**src/rtl/id_ex_reg_pkg.sv**
```systemverilog
// Shared widths and select encoding for the ID/EX pipeline register.
// Imported by the interface, hazard detector and register.
package id_ex_reg_pkg;

  localparam int DATA_W_D  = 32;
  localparam int ADDR_W_D  = 5;
  localparam int ALUOP_W_D = 4;
  localparam int PERF_W_D  = 16;

  typedef enum logic [1:0] {
    SEL_HOLD,
    SEL_BUBBLE,
    SEL_LOAD
  } sel_e;

endpackage

```
**src/rtl/id_ex_reg_if.sv**
```systemverilog
// Decode-to-execute bundle: id_* driven by decode, ex_* by the
// pipeline register.
interface id_ex_reg_if
  import id_ex_reg_pkg::*;
#(
  parameter int DATA_W  = DATA_W_D,
  parameter int ADDR_W  = ADDR_W_D,
  parameter int ALUOP_W = ALUOP_W_D
);

  logic               id_valid;
  logic [ADDR_W-1:0]  id_rs;
  logic [ADDR_W-1:0]  id_rt;
  logic [ADDR_W-1:0]  id_rd;
  logic [DATA_W-1:0]  id_rs_data;
  logic [DATA_W-1:0]  id_rt_data;
  logic [DATA_W-1:0]  id_imm;
  logic [ALUOP_W-1:0] id_alu_op;
  logic               id_write_reg;
  logic               id_mem_read;
  logic               id_mem_write;
  logic               id_mem_to_reg;

  logic               ex_valid;
  logic [ADDR_W-1:0]  ex_rs;
  logic [ADDR_W-1:0]  ex_rt;
  logic [ADDR_W-1:0]  ex_rd;
  logic [DATA_W-1:0]  ex_rs_data;
  logic [DATA_W-1:0]  ex_rt_data;
  logic [DATA_W-1:0]  ex_imm;
  logic [ALUOP_W-1:0] ex_alu_op;
  logic               ex_write_reg;
  logic               ex_mem_read;
  logic               ex_mem_write;
  logic               ex_mem_to_reg;

  modport master (
    output id_valid, id_rs, id_rt, id_rd,
    output id_rs_data, id_rt_data, id_imm,
    output id_alu_op, id_write_reg,
    output id_mem_read, id_mem_write,
    output id_mem_to_reg,
    input  ex_valid, ex_rs, ex_rt, ex_rd,
    input  ex_rs_data, ex_rt_data, ex_imm,
    input  ex_alu_op, ex_write_reg,
    input  ex_mem_read, ex_mem_write,
    input  ex_mem_to_reg
  );

  modport slave (
    input  id_valid, id_rs, id_rt, id_rd,
    input  id_rs_data, id_rt_data, id_imm,
    input  id_alu_op, id_write_reg,
    input  id_mem_read, id_mem_write,
    input  id_mem_to_reg,
    output ex_valid, ex_rs, ex_rt, ex_rd,
    output ex_rs_data, ex_rt_data, ex_imm,
    output ex_alu_op, ex_write_reg,
    output ex_mem_read, ex_mem_write,
    output ex_mem_to_reg
  );

endinterface

```
**src/rtl/id_ex_reg_load_use_detect.sv**
```systemverilog
// Load-use hazard compare: a load in the later slot whose
// destination feeds either source of the earlier slot.
module load_use_detect
  import id_ex_reg_pkg::*;
#(
  parameter int ADDR_W = ADDR_W_D
) (
  input  logic              ex_valid,
  input  logic              ex_mem_read,
  input  logic [ADDR_W-1:0] ex_rd,
  input  logic              id_valid,
  input  logic [ADDR_W-1:0] id_rs,
  input  logic [ADDR_W-1:0] id_rt,
  output logic              hazard
);

  logic src_hit;

  assign src_hit = (id_rs == ex_rd) | (id_rt == ex_rd);

  // r0 is hardwired, so a load into it never blocks
  assign hazard = ex_valid & ex_mem_read
                & (ex_rd != '0)
                & id_valid & src_hit;

endmodule

```
**src/rtl/id_ex_reg.sv**
```systemverilog
// ID/EX pipeline register with load-use bubbling, flush,
// downstream hold and write-back refresh of held operands.
module id_ex_reg
  import id_ex_reg_pkg::*;
#(
  parameter int DATA_W  = DATA_W_D,
  parameter int ADDR_W  = ADDR_W_D,
  parameter int ALUOP_W = ALUOP_W_D,
  parameter int PERF_W  = PERF_W_D
) (
  input  logic              clk,
  input  logic              rst_n,
  id_ex_reg_if.slave        bus,
  input  logic              flush_i,
  input  logic              ex_stall_i,
  input  logic              wb_write_reg,
  input  logic [ADDR_W-1:0] wb_reg_des,
  input  logic [DATA_W-1:0] wb_reg_data,
  output logic              id_stall_o,
  output logic [PERF_W-1:0] perf_bubbles
);

  typedef struct packed {
    logic               valid;
    logic [ADDR_W-1:0]  rs;
    logic [ADDR_W-1:0]  rt;
    logic [ADDR_W-1:0]  rd;
    logic [DATA_W-1:0]  rs_data;
    logic [DATA_W-1:0]  rt_data;
    logic [DATA_W-1:0]  imm;
    logic [ALUOP_W-1:0] alu_op;
    logic               write_reg;
    logic               mem_read;
    logic               mem_write;
    logic               mem_to_reg;
  } id_ex_t;

  id_ex_t id_b;
  id_ex_t ex_q;
  id_ex_t ex_d;
  sel_e   sel;
  logic   hazard;
  logic   rs_hit;
  logic   rt_hit;
  logic   wb_live;

  assign id_b = '{
    valid:      bus.id_valid,
    rs:         bus.id_rs,
    rt:         bus.id_rt,
    rd:         bus.id_rd,
    rs_data:    bus.id_rs_data,
    rt_data:    bus.id_rt_data,
    imm:        bus.id_imm,
    alu_op:     bus.id_alu_op,
    write_reg:  bus.id_write_reg,
    mem_read:   bus.id_mem_read,
    mem_write:  bus.id_mem_write,
    mem_to_reg: bus.id_mem_to_reg
  };

  load_use_detect #(
    .ADDR_W(ADDR_W)
  ) u_lud (
    .ex_valid   (ex_q.valid),
    .ex_mem_read(ex_q.mem_read),
    .ex_rd      (ex_q.rd),
    .id_valid   (bus.id_valid),
    .id_rs      (bus.id_rs),
    .id_rt      (bus.id_rt),
    .hazard     (hazard)
  );

  // a taken branch squashes the dependent op, so no stall needed
  assign id_stall_o = ex_stall_i | (hazard & ~flush_i);

  always_comb begin
    sel = SEL_LOAD;
    unique case (1'b1)
      ex_stall_i:
        sel = SEL_HOLD;
      !ex_stall_i && (flush_i || hazard):
        sel = SEL_BUBBLE;
      default:
        sel = SEL_LOAD;
    endcase
  end

  assign wb_live = ex_q.valid & wb_write_reg
                 & (wb_reg_des != '0);
  assign rs_hit  = wb_live & (wb_reg_des == ex_q.rs);
  assign rt_hit  = wb_live & (wb_reg_des == ex_q.rt);

  always_comb begin
    ex_d = ex_q;
    unique case (sel)
      SEL_HOLD: begin
        if (rs_hit) ex_d.rs_data = wb_reg_data;
        if (rt_hit) ex_d.rt_data = wb_reg_data;
      end
      SEL_BUBBLE: ex_d = '0;
      SEL_LOAD:   ex_d = id_b;
      default:    ex_d = ex_q;
    endcase
  end

  always_ff @(posedge clk or negedge rst_n) begin
    if (!rst_n) begin
      ex_q <= '0;
    end else begin
      ex_q <= ex_d;
    end
  end

  always_ff @(posedge clk or negedge rst_n) begin
    if (!rst_n) begin
      perf_bubbles <= '0;
    end else if (sel == SEL_BUBBLE
                 && perf_bubbles != '1) begin
      perf_bubbles <= perf_bubbles + 1'b1;
    end
  end

  assign bus.ex_valid      = ex_q.valid;
  assign bus.ex_rs         = ex_q.rs;
  assign bus.ex_rt         = ex_q.rt;
  assign bus.ex_rd         = ex_q.rd;
  assign bus.ex_rs_data    = ex_q.rs_data;
  assign bus.ex_rt_data    = ex_q.rt_data;
  assign bus.ex_imm        = ex_q.imm;
  assign bus.ex_alu_op     = ex_q.alu_op;
  assign bus.ex_write_reg  = ex_q.write_reg;
  assign bus.ex_mem_read   = ex_q.mem_read;
  assign bus.ex_mem_write  = ex_q.mem_write;
  assign bus.ex_mem_to_reg = ex_q.mem_to_reg;

endmodule
```
**src/flat_wrapper.sv**
```systemverilog
// flat-port wrapper written by rule: the top's interface ports become plain ports
module id_ex_reg_flat import id_ex_reg_pkg::*;
#(
  parameter int DATA_W  = DATA_W_D,
  parameter int ADDR_W  = ADDR_W_D,
  parameter int ALUOP_W = ALUOP_W_D,
  parameter int PERF_W  = PERF_W_D
)
  (clk, rst_n, flush_i, ex_stall_i, wb_write_reg, wb_reg_des, wb_reg_data, id_stall_o, perf_bubbles, bus_id_valid, bus_id_rs, bus_id_rt, bus_id_rd, bus_id_rs_data, bus_id_rt_data, bus_id_imm, bus_id_alu_op, bus_id_write_reg, bus_id_mem_read, bus_id_mem_write, bus_id_mem_to_reg, bus_ex_valid, bus_ex_rs, bus_ex_rt, bus_ex_rd, bus_ex_rs_data, bus_ex_rt_data, bus_ex_imm, bus_ex_alu_op, bus_ex_write_reg, bus_ex_mem_read, bus_ex_mem_write, bus_ex_mem_to_reg);
  id_ex_reg_if #(.DATA_W(DATA_W), .ADDR_W(ADDR_W), .ALUOP_W(ALUOP_W)) bus_i ();
  input  logic clk;
  input  logic rst_n;
  input  logic flush_i;
  input  logic ex_stall_i;
  input  logic wb_write_reg;
  input  logic [ADDR_W-1:0] wb_reg_des;
  input  logic [DATA_W-1:0] wb_reg_data;
  output logic id_stall_o;
  output logic [PERF_W-1:0] perf_bubbles;
  input wire logic [$bits(bus_i.id_valid)-1:0] bus_id_valid;
  input wire logic [$bits(bus_i.id_rs)-1:0] bus_id_rs;
  input wire logic [$bits(bus_i.id_rt)-1:0] bus_id_rt;
  input wire logic [$bits(bus_i.id_rd)-1:0] bus_id_rd;
  input wire logic [$bits(bus_i.id_rs_data)-1:0] bus_id_rs_data;
  input wire logic [$bits(bus_i.id_rt_data)-1:0] bus_id_rt_data;
  input wire logic [$bits(bus_i.id_imm)-1:0] bus_id_imm;
  input wire logic [$bits(bus_i.id_alu_op)-1:0] bus_id_alu_op;
  input wire logic [$bits(bus_i.id_write_reg)-1:0] bus_id_write_reg;
  input wire logic [$bits(bus_i.id_mem_read)-1:0] bus_id_mem_read;
  input wire logic [$bits(bus_i.id_mem_write)-1:0] bus_id_mem_write;
  input wire logic [$bits(bus_i.id_mem_to_reg)-1:0] bus_id_mem_to_reg;
  output wire logic [$bits(bus_i.ex_valid)-1:0] bus_ex_valid;
  output wire logic [$bits(bus_i.ex_rs)-1:0] bus_ex_rs;
  output wire logic [$bits(bus_i.ex_rt)-1:0] bus_ex_rt;
  output wire logic [$bits(bus_i.ex_rd)-1:0] bus_ex_rd;
  output wire logic [$bits(bus_i.ex_rs_data)-1:0] bus_ex_rs_data;
  output wire logic [$bits(bus_i.ex_rt_data)-1:0] bus_ex_rt_data;
  output wire logic [$bits(bus_i.ex_imm)-1:0] bus_ex_imm;
  output wire logic [$bits(bus_i.ex_alu_op)-1:0] bus_ex_alu_op;
  output wire logic [$bits(bus_i.ex_write_reg)-1:0] bus_ex_write_reg;
  output wire logic [$bits(bus_i.ex_mem_read)-1:0] bus_ex_mem_read;
  output wire logic [$bits(bus_i.ex_mem_write)-1:0] bus_ex_mem_write;
  output wire logic [$bits(bus_i.ex_mem_to_reg)-1:0] bus_ex_mem_to_reg;
  assign bus_i.id_valid = bus_id_valid;
  assign bus_i.id_rs = bus_id_rs;
  assign bus_i.id_rt = bus_id_rt;
  assign bus_i.id_rd = bus_id_rd;
  assign bus_i.id_rs_data = bus_id_rs_data;
  assign bus_i.id_rt_data = bus_id_rt_data;
  assign bus_i.id_imm = bus_id_imm;
  assign bus_i.id_alu_op = bus_id_alu_op;
  assign bus_i.id_write_reg = bus_id_write_reg;
  assign bus_i.id_mem_read = bus_id_mem_read;
  assign bus_i.id_mem_write = bus_id_mem_write;
  assign bus_i.id_mem_to_reg = bus_id_mem_to_reg;
  assign bus_ex_valid = bus_i.ex_valid;
  assign bus_ex_rs = bus_i.ex_rs;
  assign bus_ex_rt = bus_i.ex_rt;
  assign bus_ex_rd = bus_i.ex_rd;
  assign bus_ex_rs_data = bus_i.ex_rs_data;
  assign bus_ex_rt_data = bus_i.ex_rt_data;
  assign bus_ex_imm = bus_i.ex_imm;
  assign bus_ex_alu_op = bus_i.ex_alu_op;
  assign bus_ex_write_reg = bus_i.ex_write_reg;
  assign bus_ex_mem_read = bus_i.ex_mem_read;
  assign bus_ex_mem_write = bus_i.ex_mem_write;
  assign bus_ex_mem_to_reg = bus_i.ex_mem_to_reg;
  id_ex_reg #(.DATA_W(DATA_W), .ADDR_W(ADDR_W), .ALUOP_W(ALUOP_W), .PERF_W(PERF_W)) u_core (.clk(clk), .rst_n(rst_n), .bus(bus_i), .flush_i(flush_i), .ex_stall_i(ex_stall_i), .wb_write_reg(wb_write_reg), .wb_reg_des(wb_reg_des), .wb_reg_data(wb_reg_data), .id_stall_o(id_stall_o), .perf_bubbles(perf_bubbles));
endmodule
```
**config.mk**
```make
export PLATFORM = sky130hd
export DESIGN_NAME = id_ex_reg_flat
export DESIGN_NICKNAME = d
export VERILOG_FILES = /design/src/rtl/id_ex_reg_pkg.sv /design/src/rtl/id_ex_reg_if.sv /design/src/rtl/id_ex_reg_load_use_detect.sv /design/src/rtl/id_ex_reg.sv /design/src/flat_wrapper.sv
export SDC_FILE = /design/constraint.sdc
export NUM_CORES = 1
export LEC_CHECK = 0
export CORE_MARGIN = 1
export CORE_UTILIZATION = 45
export CTS_CLUSTER_SIZE = 16
export DETAILED_ROUTE_END_ITERATION = 8
export PLACE_DENSITY = 0.83
export SLEW_MARGIN = 10
export SYNTH_ARGS = -nofsm -noshare
export SYNTH_HDL_FRONTEND = slang
export SYNTH_SLANG_ARGS = --single-unit
```
**constraint.sdc**
```tcl
create_clock -name clk -period 4.5 [get_ports clk]
set_input_delay 0.9 -clock clk [delete_from_list [all_inputs] [get_ports clk]]
set_output_delay 0.9 -clock clk [all_outputs]
set_load 0.05 [all_outputs]
```
==> impl_metrics.csv <==
group,metric,value,unit
status,status,"complete, no violations",
yosys,synth_edf_count,0,
yosys,syn_inst,548,
pwr,power_frac_comb,29.4,%
placed_design,finalWeightedCongestion,0.857,
timing,final-setup-viol-count,0,
cts,h-tree-depth,4,
layout,layout_common_cells,"295 x clkdlybuf4s50_1, 136 x dfrtp_1, 65 x o31ai_1",
yosys,yosys_warnings,0,
cts,path_clk_slew,0.06,ns
routing,drt_first_pass_iters,5,
layout,fin_nets,978,
timing,timing.fmax,294,MHz
yosys,netlist_area,6630,µm²
floorplanning,dieArea,15200,µm²
placed_design,hpwl,14700,µm
floorplanning,core_area,14500,µm²
timing,rsz0062_at_grt,"false",
cts,clock-root-buffer,"clkbuf_16",
layout,final_common_cell,"clkdlybuf4s50_1",
placed_design,dpl_cell_area,9610,µm²
global_routing,track_usage,28.6,%
cts,clock_sinks,136,
timing,drv_slew,0,
setup_path,critPathLaunchType,"input port",
timing,worst_pin_slew,1.12,ns
layout,antenna_cells,0,
setup_path,cp_max_fo,2,
floorplanning,die_x,123,µm
layout,drive_gt1_share,8.83,%
setup_path,crit_type,"in2out",
floorplanning,rows,44,
yosys,synth_flop_cell,"dfrtp_1",
pwr,p_sw_share,33.4,%
yosys,synth_cell_types,39,
pwr,p_clk_share,33.6,%
timing,hold_viol_final,0,
yosys,synth_nets,711,
timing,skew,0.00921,ns
layout,final_area,10200,µm²
global_routing,grt_max_degree,81,
routing,drc,0,
floorplanning,initial_core_util,45.8,%
yosys,synth_top_area_share,51.3,%
timing,finalCritPeriodShare,75.6,%
routing,postRouteWirelength,21900,µm
cts,cts_tree,"yes",
yosys,avgSynthCellArea,12.1,µm²
yosys,async_reset_ff_share,100,%
placed_design,port_buffers,298,
yosys,synth_seq_cells,136,
setup_path,rrSetupSlack,1.65,ns
worst_hold_path,hold_path_class,"reg2reg",
yosys,synth_area_leaders,"dfrtp_1 51%, a22o_1 7.4%, o31ai_1 7.4%",
timing,finalSetupTns,0,ns
cts,holdBufCountCts,0,
timing,slew_headroom,24.9,%
cts,post_cts_buffers,0,
cts,clock_latency,0.41,ns
cts,cts_buffer_depth,2,
yosys,synth_top_area_cell,"dfrtp_1",
floorplanning,ios,299,
run,maxCapViolations,0,
global_routing,grt_overflow,0,
setup_path,critical_path.endpoint_type,"output pin",
pwr,peakVddDrop,337,µV
cts,cts_resized,0,
routing,ant_nets,0,
layout,synthToLayoutAreaGrowth,53.3,%
pwr,cellInternalPower,2590,µW
timing,finalCriticalPeriod,3.40,ns
pwr,p_sw,1300,µW
yosys,ys_seq_area_share,51.3,%
global_routing,grt_pass1_wl,33000,µm
floorplanning,die_height,123,µm
global_routing,antenna_found_initial,0,
global_routing,grt_pass1_vias,6247,
routing,vias,6175,
setup_path,required,3.60,ns
pwr,leakage,0.00397,µW
pwr,powerDensity,383,nW/µm²
routing,viasPerCell,6.11,
setup_path,cp.arrival,2.50,ns
routing,wl_per_cell,21.6,µm
cts,numCtsBuffers,17,
pwr,power.share.sequential,37.1,%
routing,drt_first_iter_violations,665,
-- synthesized netlist by cell type (3+ instances only) --
cell	instances
dfrtp_1	136
o211ai_1	63
nand4_1	10
a2bb2oi_2	20
nand3_1	15
nand2_1	6
buf_4	8
buf_6	10
buf_2	14
and3_1	3
clkbuf_1	29
and4_1	3
nor2_1	4
o31ai_1	65
nor3_1	5
a2bb2oi_1	44
xnor2_1	28
a22o_1	56
xor2_1	6
-- routing by layer --
layer  part of all wire (%)  GRT usage, %  up-vias
met4                    1.9          10.5        0
met3                    9.4          8.03       34
li1                       -             -     2730
met5                      0             0        -
met1                     38          34.0     3044
met2                     50          49.1      367
-- kinds of logic after synthesis --
logic type / share of synthesized area [%]
adder cells (fa/ha/maj): 0.189
AND/OR/NAND/NOR: 4.41
flip-flops: 51.3
AO/OA/AOI/OAI: 34.0
multiplexers: 0.170
buffers and inverters: 5.47
XOR/XNOR: 4.49
-- stage by stage --
stage	hold slack, ns	setup WS, ns	std cells	total power (µW)	utilization (%)
after floorplan	0.604	0.825	548	2110	-
after detailed placement	0.497	1.03	980	2600	66.4
final	0.511	1.10	1011	3890	70.2
after CTS	0.513	1.09	1011	3910	70.2
after global routing	0.529	1.02	1011	4030	70.2
after global placement	0.494	1.11	980	2570	66.4
-- power by group through the flow --
stage | clock network [µW] | logic [µW] | registers [µW]
after global routing | 1380 | 1190 | 1460
after detailed placement | 0 | 1140 | 1460
after floorplan | 0 | 280 | 1830
after CTS | 1320 | 1150 | 1440
final | 1310 | 1140 | 1440
after global placement | 0 | 1120 | 1450
-- path summary, 6_finish.rpt --
check	from	end	depth (start not counted)
worst max register to register	u_core.bus.ex_rd[1]	u_core.bus.ex_imm[10]	6
min in group asynchronous	rst_n	u_core.bus.ex_rs_data[18]	1
max in group asynchronous	rst_n	u_core.bus.ex_imm[29]	2
worst min register to register	u_core.bus.ex_alu_op[1]	u_core.bus.ex_alu_op[1]	1
worst max-delay path	bus_id_rs[0]	id_stall_o	6
worst min-delay path	u_core.bus.ex_alu_op[1]	u_core.bus.ex_alu_op[1]	1
-- worst max-delay path, stage by stage --
cell	delay, ns
clkdlybuf4s50_1	0.51
xnor2_1	0.14
nand3_1	0.14
o22a_2	0.28
o31ai_1	0.27
buf_4	0.26
-- final cells by class --
class	count	area, µm²
fillers	1014	4310
flip-flops and latches	136	3400
repair buffers	310	3070
multi-input cells	348	2900
clock buffers	23	478
well taps	184	230
clock inverters	8	72.6
inverters	2	7.51
No activity file was read; power rests on OpenSTA's default activity.
